### src/rtl/mem_stage.sv
// MEM pipeline stage: issues data-memory requests over a request/ready bus,
// stalls the front of the pipeline while an access is in flight, forwards
// WB-stage results into store data, and owns the MEM/WB pipeline register.
module mem_stage (
  input  logic        clk,
  input  logic        reset,
  input  logic [1:0]  MEMWBop,
  input  logic [31:0] EXMEM_ALUout,
  input  logic        EXMEM_RegWrite,
  input  logic [4:0]  EXMEM_WriteRegAddr,
  input  logic        EXMEM_MemtoReg,
  input  logic        EXMEM_MemWrite,
  input  logic        EXMEM_MemRead,
  input  logic [31:0] EXMEM_MemWriteData,
  input  logic [4:0]  EXMEM_rt,
  input  logic        WB_RegWrite,
  input  logic [4:0]  WB_WriteRegAddr,
  input  logic [31:0] WB_RegWriteData,
  output logic        dmem_req,
  output logic        dmem_we,
  output logic [31:0] dmem_addr,
  output logic [31:0] dmem_wdata,
  input  logic        dmem_ready,
  input  logic [31:0] dmem_rdata,
  output logic        MemStall,
  output logic        AlignErr,
  output logic        MEMWB_RegWrite,
  output logic [4:0]  MEMWB_WriteRegAddr,
  output logic [31:0] MEMWB_RegWriteData
);

  typedef enum logic [1:0] {IDLE, REQ, DONE} state_t;

  state_t      state;
  logic [31:0] rdata_q;
  logic        access;
  logic        misaligned;
  logic        stall_raw;
  logic        align_raw;
  logic        fwd_hit;
  logic [31:0] store_data;

  assign access     = EXMEM_MemRead | EXMEM_MemWrite;
  assign misaligned = access & (EXMEM_ALUout[1:0] != 2'b00);
  assign stall_raw  = ((state == IDLE) & access & ~misaligned) | (state == REQ);
  assign align_raw  = (state == IDLE) & misaligned;

  // Status outputs are forced low while reset is held, even though the
  // inputs may describe an access.
  assign MemStall = reset & stall_raw;
  assign AlignErr = reset & align_raw;

  // A store whose source register is being written back this very cycle
  // must take the WB value; r0 is never forwarded.
  assign fwd_hit    = WB_RegWrite & (WB_WriteRegAddr == EXMEM_rt) & (EXMEM_rt != 5'd0);
  assign store_data = fwd_hit ? WB_RegWriteData : EXMEM_MemWriteData;

  // Access FSM and registered memory bus; request fields stay frozen from
  // issue until ready is seen, and an issued request is never aborted.
  always_ff @(posedge clk or negedge reset) begin
    if (!reset) begin
      state      <= IDLE;
      dmem_req   <= 1'b0;
      dmem_we    <= 1'b0;
      dmem_addr  <= 32'd0;
      dmem_wdata <= 32'd0;
      rdata_q    <= 32'd0;
    end else begin
      case (state)
        IDLE: begin
          if (access && !misaligned) begin
            state      <= REQ;
            dmem_req   <= 1'b1;
            dmem_we    <= EXMEM_MemWrite;
            dmem_addr  <= {EXMEM_ALUout[31:2], 2'b00};
            dmem_wdata <= store_data;
          end
        end
        REQ: begin
          if (dmem_ready) begin
            rdata_q  <= dmem_rdata;
            dmem_req <= 1'b0;
            state    <= DONE;
          end
        end
        DONE: begin
          if (MEMWBop == 2'd0 || MEMWBop == 2'd1) begin
            state <= IDLE;
          end
        end
        default: state <= IDLE;
      endcase
    end
  end

  // MEM/WB register: bubbles while stalled or on a misaligned access,
  // otherwise follows the pipeline control op (advance/bubble/hold).
  always_ff @(posedge clk or negedge reset) begin
    if (!reset) begin
      MEMWB_RegWrite     <= 1'b0;
      MEMWB_WriteRegAddr <= 5'd0;
      MEMWB_RegWriteData <= 32'd0;
    end else if (stall_raw || align_raw || MEMWBop == 2'd1) begin
      MEMWB_RegWrite     <= 1'b0;
      MEMWB_WriteRegAddr <= 5'd0;
      MEMWB_RegWriteData <= 32'd0;
    end else if (MEMWBop == 2'd0) begin
      MEMWB_RegWrite     <= EXMEM_RegWrite;
      MEMWB_WriteRegAddr <= EXMEM_WriteRegAddr;
      MEMWB_RegWriteData <= EXMEM_MemtoReg ? rdata_q : EXMEM_ALUout;
    end
  end

endmodule

### config.mk
export PLATFORM = sky130hd
export DESIGN_NAME = mem_stage
export DESIGN_NICKNAME = d
export VERILOG_FILES = /design/src/rtl/mem_stage.sv
export SDC_FILE = /design/constraint.sdc
export NUM_CORES = 1
export LEC_CHECK = 0
export BUFFER_PORTS_ARGS = -buffer_cell sky130_fd_sc_hd__buf_2
export CORE_ASPECT_RATIO = 0.7
export CORE_UTILIZATION = 30
export DETAILED_ROUTE_END_ITERATION = 10
export PLACE_DENSITY_LB_ADDON = 0.08
export SLEW_MARGIN = 5
export SYNTH_ARGS = -nofsm -noshare
export SYNTH_HDL_FRONTEND = slang
export SYNTH_SLANG_ARGS = --single-unit
### constraint.sdc
create_clock -name clk -period 2.35 [get_ports clk]
set_input_delay 0.47 -clock clk [delete_from_list [all_inputs] [get_ports clk]]
set_output_delay 0.47 -clock clk [all_outputs]
set_load 0.03 [all_outputs]
==> flow_summary.rst <==
.. list-table::
   :header-rows: 1

   * - Metric
     - Value
   * - Seq/Total Area, Yosys
     - 52.8%
   * - Fmax achieved
     - around 0.44 GHz
   * - CTS tree
     - done
   * - Largest net degree at the start of global routing
     - between 60 and 70
   * - Minimum clock period
     - 2.25 ns
   * - Area overhead of the layout relative to synthesis
     - 35.3%
   * - Routed length on met1
     - about 8800 um
   * - Total number of vias
     - around 5300
   * - Syn avg cell area
     - roughly 12 um^2
   * - Kind of start point of the critical path
     - flop
   * - Root Buffer
     - sky130_fd_sc_hd__clkbuf_16
   * - Violation count after the first detailed-route iteration
     - 211
   * - Number of sinks handled by clock tree synthesis
     - ~140
   * - Total congestion overflow
     - 0
   * - Summed negative setup slack over all endpoints
     - 0 ns
   * - Area fraction in compound gates after synthesis
     - between 20% and 30%
   * - Top library cells by usage in the layout, fill and taps aside
     - 254 x sky130_fd_sc_hd__buf_2, 135 x sky130_fd_sc_hd__dfrtp_1, 97 x sky130_fd_sc_hd__nand2_1
   * - Internal Power
     - roughly 6 mW
   * - Type of the setup path with the least slack
     - flop to output pin
   * - Maximum resistive drop on vdd
     - approximately 0.39 mV
   * - Number of unique standard cell types used by synthesis
     - 40
   * - Cell count after synthesis
     - 543
   * - Post-Route WL
     - about 20000 um
   * - Number of endpoints with negative hold slack in the final report
     - 0
   * - Post-synthesis sequential element count
     - between 100 and 150
   * - Post-DR wirelength/cell
     - ~18 um
   * - Number of levels in the clock H-tree
     - 4
   * - Chip Width
     - ~180 um
   * - Most area-hungry cell type in the Yosys netlist
     - sky130_fd_sc_hd__dfrtp_1
   * - First-pass GRT wire length
     - ~30000 um
   * - Number of synthesis warnings
     - 0
   * - Number of buffers inserted by port buffering
     - 256
   * - Finished Core Util
     - 41.7%
   * - Largest family of logic cells by synthesized area
     - compound AO/OA/AOI/OAI gates
   * - Share of synthesized area spent on multiplexers
     - a little over a tenth
   * - Count of final setup violators
     - 0
   * - Part of the total power dissipated in combinational logic
     - slightly below 30%
   * - Critical-path cell with the highest stage delay
     - sky130_fd_sc_hd__or4_1
   * - Arrival @ worst endpoint
     - 1.78 ns
   * - Share of the synthesized area in the top cell type
     - 52.8%
   * - Post-synthesis adder-cell area fraction
     - 0%
   * - Required arrival time at the worst endpoint
     - around 1.9 ns
   * - Detailed route wirelength on metal3
     - roughly 1400 um
   * - Top layer reached by signal wires
     - met5
   * - Die outline area
     - 22100 um^2
   * - Setup slack after placement
     - between 0.1 and 0.15 ns
   * - Estimated wirelength of the detail-placed design
     - ~13000 um
   * - RSZ-0062 raised after global routing
     - false
   * - Mapped Area
     - around 6400 um^2
   * - Maximum capacitance violations
     - 0
   * - Worst rel slew slack
     - approximately 54%
   * - Switching share of power
     - 34.6%
   * - Boundary Pins
     - roughly 260
   * - Sequential Power Share
     - a little under two fifths
   * - Share of the cycle needed by the critical path after routing
     - between 90% and 100%
   * - Core area
     - approximately 21000 um^2
   * - Worst Max-Slew Pin Slew
     - a little under 0.7 ns
   * - Xor-xnor portion of the synthesized cell area
     - 0.543%
   * - Cts bufs inserted
     - 17
   * - Area share of and/or/nand/nor cells after synthesis
     - under 10%
   * - Fraction of final layout cells sized beyond drive strength 1
     - between 40% and 50%
   * - Final number of max-transition violations
     - 0
   * - Relative contribution of the clock network to total power
     - around a third
   * - Placer Congestion
     - slightly below 0.8
   * - Cell types with the largest area share after synthesis
     - sky130_fd_sc_hd__dfrtp_1 53%, sky130_fd_sc_hd__o41ai_2 7.6%, sky130_fd_sc_hd__nand2_1 5.6%
   * - Initial core utilization
     - a little under a third
   * - Number of search-and-repair iterations in the first detailed-routing pass
     - 7
   * - Leading cell type in the layout, fill and taps excluded
     - sky130_fd_sc_hd__buf_2
   * - Clock transition time at the flip-flop clock pins of the worst setup and hold paths
     - ~0.060 ns
   * - Clk_skew
     - roughly 0.012 ns
   * - Highest fanout seen on the critical path
     - 7
   * - Number of buffers added for setup after CTS
     - 0
   * - Leakage
     - around 4.3 nW
   * - Worst min path class
     - primary input to async pin
   * - Bufs and invs on worst path
     - 1
   * - All-layer global routing usage
     - 18.1%
   * - Net count reported at finish
     - 944
   * - Clock insertion delay at the later pin of the skew report
     - about 0.42 ns
   * - Number of vias per cell
     - slightly below 5
   * - Longest Clk Path Bufs
     - 2
   * - Routed wl met2
     - 8920 um
   * - Number of nets with antenna violations after routing
     - 0
   * - Site Rows
     - 44
   * - Chip Height
     - between 100 and 150 um
   * - Number of antenna violations at the first check in global routing
     - 2
   * - Crit end category
     - output pin
   * - Switching power
     - 3.09 mW
   * - Power density relative to cell area
     - just over 1000 nW/um^2
   * - Result of the run
     - complete, no violations
   * - Worst Hold Slack
     - between 0.15 and 0.2 ns
   * - Vias in the first global route
     - 5704
   * - Slowest cell delay on critical path
     - between 0.5 and 0.6 ns
   * - Sequence of cells on the critical path
     - or4_1 > a21boi_1 > buf_4
   * - Smallest setup slack after layout
     - 0.103 ns
   * - Cell family with most CP delay
     - simple AND/OR/NAND/NOR gates
   * - # DRC
     - 0
## cell type report
type / instances / area, um^2
Fill cell: 2078 / 12200
Sequential cell: 136 / 3400
Tap cell: 276 / 345
Clock inverter: 13 / 194
Timing Repair Buffer: 279 / 1550
Multi-Input combinational cell: 327 / 2670
Antenna cell: 1 / 2.50
Clock buffer: 19 / 443
Inverter: 30 / 113
## what timing repair did
item	4_1_cts	5_1_grt
hold buffers	0	0
setup endpoints to repair	0	1
resized for setup	0	3
## metrics by stage
stage / cell area (um^2) / power, mW / cells
after global placement: 8080 / 6.04 / 1048
final: 8720 / 8.94 / 1081
after floorplan: 6450 / 5.15 / 544
after detailed placement: 8080 / 6.11 / 1048
after CTS: 8710 / 9.04 / 1080
after global routing: 8720 / 9.42 / 1080
## sequential cells by signal, summed over array words and instances, names as in the netlist
name	cells
dmem_req	1
dmem_wdata	32
MEMWB_RegWrite	1
state	2
rdata_q	32
MEMWB_WriteRegAddr	5
dmem_we	1
dmem_addr	30
MEMWB_RegWriteData	32
## final timing paths
check / from / end / slack, ns / cells past startpoint
hold / removal: reset / state[1] / 0.18 / 2
setup reg to reg: state[1] / dmem_wdata[4] / 0.59 / 4
setup / recovery: state[1] / MemStall / 0.10 / 3
min in group clk: EXMEM_ALUout[19] / dmem_addr[19] / 0.26 / 3
hold reg to reg: dmem_addr[23] / dmem_addr[23] / 0.47 / 2
max in group asynchronous: reset / MEMWB_RegWriteData[0] / 1.65 / 2
## synth_stat cells (all sizes together)
cell / instances
nor4: 3
or3: 1
or2: 1
o2bb2ai: 32
clkbuf: 22
xor2: 1
a21boi: 1
mux2: 32
and3: 1
nor3: 2
o31a: 30
dfrtp: 136
a31oi: 2
o31ai: 2
conb: 1
nor2: 4
o41ai: 30
o22a: 30
mux2i: 32
o21bai: 1
or3b: 1
nand2: 97
a22o: 6
and4bb: 2
nor2b: 2
or4: 1
nand3b: 1
nand2b: 1
inv: 30
a21oi: 2
xnor2: 3
o21ba: 1
o21ai: 2
nand3: 1
buf: 29
## routing by layer
layer / vias up / GRT usage [%]
met4: 2 / 4.82
met5: - / 0
met3: 18 / 5.40
met2: 165 / 28.7
met1: 2633 / 23.8
li1: 2465 / -
## cells by family (layout without fill, tap and decap cells)
logic type | count (synthesis) | in the layout
other cells | 1 | 3
compound gates | 139 | 139
xor+xnor | 4 | 4
mux | 64 | 64
simple gates | 118 | 118
flops | 136 | 136
buf+inv | 81 | 341
## power by group through the flow
stage	Clock, mW	Combinational [mW]	Sequential, mW
after floorplan	0	1.02	4.13
after global placement	0	2.66	3.38
after detailed placement	0	2.70	3.41
after CTS	2.97	2.70	3.38
after global routing	3.09	2.88	3.45
final	2.90	2.66	3.37
Power figures use the tool's default switching activity.
